File: config.mk
export PLATFORM = sky130hd
export DESIGN_NAME = gcm_gctr_seq
export DESIGN_NICKNAME = d
export VERILOG_FILES = /design/src/rtl/gcm_pkg.sv /design/src/rtl/gcm_gctr_seq.sv
export SDC_FILE = /design/constraint.sdc
export NUM_CORES = 1
export LEC_CHECK = 0
export ABC_AREA = 0
export BUFFER_PORTS_ARGS = -buffer_cell sky130_fd_sc_hd__buf_2
export CAP_MARGIN = 20
export CORE_AREA = 2 2 592 594
export DETAILED_ROUTE_END_ITERATION = 10
export DIE_AREA = 0 0 594 596
export PLACE_DENSITY_LB_ADDON = 0.1
export RECOVER_POWER = 25
export SKIP_CTS_REPAIR_TIMING = 1
export SYNTH_ARGS = -nofsm -noshare
export SYNTH_HDL_FRONTEND = slang
export SYNTH_SLANG_ARGS = --single-unit
File: constraint.sdc
create_clock -name iClk -period 4.4 [get_ports iClk]
set_input_delay 0.88 -clock iClk [delete_from_list [all_inputs] [get_ports iClk]]
set_output_delay 0.88 -clock iClk [all_outputs]
set_load 0.02 [all_outputs]
File: src/rtl/gcm_pkg.sv
// Shared widths, limits and the sequencer state type for the GCM GCTR sequencer.
package gcm_pkg;

  localparam int GCM_BLK_W   = 128;
  localparam int GCM_KEY_W   = 256;
  localparam int GCM_IV_W    = 96;
  localparam int GCM_CNT_W   = 16;
  localparam int GCM_TIMEOUT = 255;
  localparam int GCM_WD_W    = 8;

  // Watchdog fires on the edge where the count would reach GCM_TIMEOUT.
  localparam logic [GCM_WD_W-1:0] GCM_WD_LAST = GCM_WD_W'(GCM_TIMEOUT - 1);

  typedef enum logic [2:0] {
    ST_IDLE,
    ST_HKEY,
    ST_Y0,
    ST_DWAIT,
    ST_DRUN,
    ST_OHOLD,
    ST_FIN
  } gcm_state_e;

endpackage

File: src/rtl/gcm_gctr_seq.sv
// Sequences one GCM message through an external GCTR engine: H, E(K,Y0), then N data blocks.
// Optional watchdog on outstanding GCTR ops when GCM_GCTR_SEQ_TIMEOUT_EN is defined.
module gcm_gctr_seq
  import gcm_pkg::*;
(
  input  logic                 iClk,
  input  logic                 iRstn,
  input  logic                 iStart,
  input  logic [GCM_KEY_W-1:0] iKey,
  input  logic                 iKeylen,
  input  logic [GCM_IV_W-1:0]  iIV,
  input  logic [GCM_CNT_W-1:0] iNumBlocks,
  input  logic [GCM_BLK_W-1:0] iData,
  input  logic                 iData_valid,
  output logic                 oData_ready,
  output logic [GCM_BLK_W-1:0] oOut,
  output logic                 oOut_valid,
  input  logic                 iOut_ready,
  output logic [GCM_BLK_W-1:0] oH,
  output logic                 oH_valid,
  output logic [GCM_BLK_W-1:0] oEKY0,
  output logic                 oEKY0_valid,
  output logic                 oBusy,
  output logic                 oDone,
  output logic                 oError,
  output logic                 oG_Init,
  output logic                 oG_HashKey,
  output logic                 oG_Y0,
  output logic [GCM_KEY_W-1:0] oG_Key,
  output logic                 oG_Key_valid,
  output logic                 oG_Keylen,
  output logic [GCM_IV_W-1:0]  oG_IV,
  output logic                 oG_IV_valid,
  output logic [GCM_BLK_W-1:0] oG_Block,
  output logic                 oG_Block_valid,
  input  logic [GCM_BLK_W-1:0] iG_Result,
  input  logic                 iG_Result_valid
);

  gcm_state_e           state_q;
  logic [GCM_CNT_W-1:0] cnt_q;
  logic                 res_valid_q;
  logic                 op_done;

  // Only a fresh 0->1 of the result strobe while an op is outstanding completes it.
  assign op_done = oG_Init & iG_Result_valid & ~res_valid_q;

  assign oG_Key_valid = oG_Init;
  assign oG_IV_valid  = oG_Init;

`ifdef GCM_GCTR_SEQ_TIMEOUT_EN
  logic [GCM_WD_W-1:0] wd_q;
`else
  assign oError = 1'b0;
`endif

  always_ff @(posedge iClk or negedge iRstn) begin
    if (!iRstn) begin
      // NOTE: data registers are reset as well, so an aborted message leaves nothing stale on the outputs.
      state_q        <= ST_IDLE;
      cnt_q          <= '0;
      res_valid_q    <= 1'b0;
      oG_Key         <= '0;
      oG_Keylen      <= 1'b0;
      oG_IV          <= '0;
      oG_Block       <= '0;
      oG_Init        <= 1'b0;
      oG_HashKey     <= 1'b0;
      oG_Y0          <= 1'b0;
      oG_Block_valid <= 1'b0;
      oData_ready    <= 1'b0;
      oOut           <= '0;
      oOut_valid     <= 1'b0;
      oH             <= '0;
      oH_valid       <= 1'b0;
      oEKY0          <= '0;
      oEKY0_valid    <= 1'b0;
      oBusy          <= 1'b0;
      oDone          <= 1'b0;
`ifdef GCM_GCTR_SEQ_TIMEOUT_EN
      wd_q           <= '0;
      oError         <= 1'b0;
`endif
    end else begin
      // NOTE: every flop uses <=, so all branches below see pre-edge values regardless of order.
      res_valid_q <= iG_Result_valid;
      oDone       <= 1'b0;
`ifdef GCM_GCTR_SEQ_TIMEOUT_EN
      oError      <= 1'b0;
      // oG_Init is low for at least a cycle before every issue, which clears the count.
      wd_q        <= oG_Init ? wd_q + 1'b1 : '0;
`endif

      unique case (state_q)
        ST_IDLE: begin
          if (iStart) begin
            oG_Key      <= iKey;
            oG_Keylen   <= iKeylen;
            oG_IV       <= iIV;
            cnt_q       <= iNumBlocks;
            oH_valid    <= 1'b0;
            oEKY0_valid <= 1'b0;
            oBusy       <= 1'b1;
            oG_HashKey  <= 1'b1;
            oG_Init     <= 1'b1;
            state_q     <= ST_HKEY;
          end
        end

        ST_HKEY: begin
          if (op_done) begin
            oH         <= iG_Result;
            oH_valid   <= 1'b1;
            oG_Init    <= 1'b0;
            oG_HashKey <= 1'b0;
            oG_Y0      <= 1'b1;
            state_q    <= ST_Y0;
          end
        end

        ST_Y0: begin
          // Entered with oG_Init low, giving the engine its mandatory idle gap.
          if (!oG_Init) begin
            oG_Init <= 1'b1;
          end else if (op_done) begin
            oEKY0       <= iG_Result;
            oEKY0_valid <= 1'b1;
            oG_Init     <= 1'b0;
            oG_Y0       <= 1'b0;
            if (cnt_q != '0) begin
              oData_ready <= 1'b1;
              state_q     <= ST_DWAIT;
            end else begin
              oDone   <= 1'b1;
              state_q <= ST_FIN;
            end
          end
        end

        ST_DWAIT: begin
          if (iData_valid && oData_ready) begin
            oG_Block       <= iData;
            oData_ready    <= 1'b0;
            oG_Block_valid <= 1'b1;
            oG_Init        <= 1'b1;
            state_q        <= ST_DRUN;
          end
        end

        ST_DRUN: begin
          if (op_done) begin
            oOut           <= iG_Result;
            oOut_valid     <= 1'b1;
            cnt_q          <= cnt_q - 1'b1;
            oG_Init        <= 1'b0;
            oG_Block_valid <= 1'b0;
            state_q        <= ST_OHOLD;
          end
        end

        ST_OHOLD: begin
          if (iOut_ready) begin
            oOut_valid <= 1'b0;
            if (cnt_q != '0) begin
              oData_ready <= 1'b1;
              state_q     <= ST_DWAIT;
            end else begin
              oDone   <= 1'b1;
              state_q <= ST_FIN;
            end
          end
        end

        ST_FIN: begin
          oBusy   <= 1'b0;
          state_q <= ST_IDLE;
        end

        default: state_q <= ST_IDLE;
      endcase

`ifdef GCM_GCTR_SEQ_TIMEOUT_EN
      // Placed after the case so an expiring op overrides whatever the state decided.
      if (oG_Init && !op_done && wd_q == GCM_WD_LAST) begin
        oError         <= 1'b1;
        oG_Init        <= 1'b0;
        oG_HashKey     <= 1'b0;
        oG_Y0          <= 1'b0;
        oG_Block_valid <= 1'b0;
        oData_ready    <= 1'b0;
        oOut_valid     <= 1'b0;
        oBusy          <= 1'b0;
        state_q        <= ST_IDLE;
      end
`endif
    end
  end

endmodule

==> metrics.md <==
| Metric | Value |
|---|---|
| Status | complete, but fails checks |
| Failing checks | max-capacitance violations, max-slew violations |
| Row count | 217 |
| Sequential area share after synthesis | 66.3% |
| Mapped Cells | 2032 |
| CTS Sinks | 895 |
| Hold WC Path Type | input pin to register |
| Fin crit period | 3150 ps |
| Top cells by count, synth | dfrtp_1 (895), mux2_2 (866), buf_2 (72) |
| Number of synthesized flops with an enable pin | 0 |
| Syn-to-layout area delta | 53.2% |
| Antenna violations before repair | 135 |
| Power density over the cells | 845 nW/um^2 |
| Worst Setup Start Kind | input pin |
| Final Skew | 47.4 ps |
| Clk buf depth | 4 |
| Wire length per cell | 23.3 microns |
| Largest delay share family, worst path | buffers and inverters |
| CP required | 5140 ps |
| H-tree depth | 4 |
| Met3 GRT Util | 4.60% |
| TritonCTS buffer count | 137 |
| CP endpoint kind | asynchronous set/reset pin |
| FFs w/ async S/R, synth | 100% |
| Psw | 18.0 mW |
| Vias in the first global route | 26172 |
| RSZ-0062 raised after global routing | no |
| Clock-pin transition on the worst setup and hold timing paths | 50 ps |
| Mapped Nets | 2665 |
| First-pass GRT wire length | 257 mm |
| CP Class | input pin to asynchronous set/reset pin |
| Slowest stage delay, CP | 1940 ps |
| Mean Syn Cell Area | 16.6 sq um |
| Leak pwr | 24.0 nW |
| Largest net degree at the start of global routing | 86 |
| Cell Chain, Critical Path | clkbuf_2, clkbuf_1 |
| Synth Register Bits | 895 |
| Vias | 24661 |
| Final hold vios | 0 |
| Hpwl dp | 156 mm |
| Dpl ws | 1320 ps |
| Combinational share of power | 41.1% |
| Sequential Power Share | 33.2% |
| Max-slew headroom | -93.5% |
| Die ar. | 354000 sq um |
| CP max-delay cell | clkbuf_2 |
| Final Wtd Congestion | 0.807 |
| Pint | 25.7 mW |
| Layout cells sized above 1 | 70.9% |
| Peak VDD IR | 0.292 mV |
| Setup WS post-layout | 1250 ps |
| CTS tree | done |
| Root buffer cell | clkbuf_16 |
| Fin Setup TNS | 0 ps |
| Max frequency | 318 MHz |
| Main synth FF type | dfrtp_1 |
| Switching share of power | 41.2% |
| Die height | 596 microns |
| Pre-Repair DR Iteration Count | 4 |
| Synth top area share | 66.3% |
| Final std cell area, no fill | 51800 sq um |
| CP Buf/Inv Count | 2 |
| Yosys cell types | 55 |
| Fin. max-slew vios | 49 |
| Fin nets | 4255 |
| Total GRT Usage | 10.6% |
| YS warnings | 0 |
| Worst R2R Setup Slack | 1560 ps |
| Max-cap viol count | 1 |
| Most numerous cell in the Yosys netlist | dfrtp_1 |
| M2 GR Usage | 18.7% |
| GRT overflow | 0 |
| GR Layer Usage met1 | 11.7% |
| Initial Util | 9.71% |
| Post-DRT Antenna Nets | 0 |
| Top post-synthesis cells by area | dfrtp_1 (66%), mux2_2 (29%), buf_2 (1.1%) |
| IO Count | 1509 |
| Worst Path Max Fanout | 58 |
| # setup viols final | 0 |
| Tcrit/Tclk final | 71.5% |
| Clock Power Share | 25.7% |
| Synth area leader | dfrtp_1 |
| Routed Wire Length | 195 mm |
| Worst skew pair latency | 790 ps |
| GR peak layer | met2 |
| Vias per cell | 2.95 |
| Mapped cell area | 33800 sq um |
| Arr. time, crit path | 3890 ps |
| PortBufs | 1507 |
| Initial drt markers | 876 |
| Slew of the pin with the lowest slew margin | 2900 ps |
| Drt drc | 0 |
| Die W | 594 microns |
| Core Box Area | 348000 sq um |
| Cell Area, Placed | 47200 sq um |
==> layer usage <==
| layer | vias to the layer above | part of all wire (%) | wire (microns) |
|---|---|---|---|
| li1 | 10542 | - | - |
| met1 | 12549 | 37 | 72500 |
| met2 | 1189 | 50 | 97400 |
| met3 | 319 | 10 | 19700 |
| met4 | 62 | 2.4 | 4610 |
| met5 | - | 0.21 | 414 |
==> sequential cells by signal, summed over array words and instances (netlist names), 3 cells and up <==
name and cells:
oG_Key 256, oEKY0 128, oG_Block 128, oH 128, oOut 128, oG_IV 96
cnt_q 16, state_q 3
==> final timing paths <==
check / from / end / depth (start not counted)
setup reg to reg: state_q[0]$_DFFE_PN0P_ / oG_Block[75]$_DFFE_PN0P_ / 4
max in group iClk: state_q[0]$_DFFE_PN0P_ / oG_Block[75]$_DFFE_PN0P_ / 4
min in group asynchronous: iRstn / oOut[72]$_DFFE_PN0P_ / 1
hold / removal: iG_Result_valid / res_valid_q$_DFF_PN0_ / 1
setup / recovery: iRstn / oG_Block[97]$_DFFE_PN0P_ / 2
hold reg to reg: oG_HashKey$_DFFE_PN0P_ / oG_HashKey$_DFFE_PN0P_ / 1
==> cell families after synthesis <==
family | count (synthesis) | synth area share [%]
flops | 895 | 66.3
mux | 868 | 28.9
buf+inv | 124 | 2.01
compound gates | 75 | 1.47
simple gates | 67 | 1.21
fa+ha+maj | 2 | 0.0741
other cells | 1 | 0.0111
==> layout make-up <==
type	count	area [sq um]
antenna	35	87.6
timing repair buffer	1566	8210
clock inverter	29	465
inverter	9	33.8
fill	38913	296000
sequential	895	22400
clock buffer	209	4070
multi-input combinational	1013	10800
tap	4599	5750
==> power by group through the flow <==
stage / Combinational [mW] / Clock [mW] / Sequential (mW)
finish: 18.0 / 11.2 / 14.5
global route: 19.1 / 12.1 / 15.1
CTS: 18.6 / 11.9 / 14.6
detailed placement: 18.6 / 0 / 14.7
global placement: 18.6 / 0 / 14.7
floorplan: 5.18 / 0 / 19.2
==> stage by stage <==
| step | hold WS, ps | util [%] | instances | total power, mW |
|---|---|---|---|---|
| after floorplan | 457 | - | 2032 | 24.4 |
| after global placement | 472 | 13.6 | 8082 | 33.3 |
| after detailed placement | 470 | 13.6 | 8082 | 33.3 |
| after CTS | 68.9 | 14.9 | 8320 | 45.1 |
| after global routing | 190 | 14.9 | 8327 | 46.3 |
| final | 237 | 14.9 | 8355 | 43.7 |
==> cell usage in the layout (no fill, tap or decap), drive strengths merged, types with 2 or more instances in the layout <==
master	instances
o2bb2ai	4
o21ai	23
mux2i	2
buf	1554
or3b	2
dfrtp	895
mux2	866
or3	4
ha	2
diode	35
o22ai	3
clkbuf	221
inv	15
clkinv	16
nor3	8
nand2	10
o31ai	2
nor2b	2
a211oi	3
nor4	7
nor2	15
nand4	2
a2bb2oi	2
nor3b	2
nand3	6
bufinv	6
a21oi	21
nand2b	2
or4	3
No activity file was read; power rests on OpenSTA's default activity.
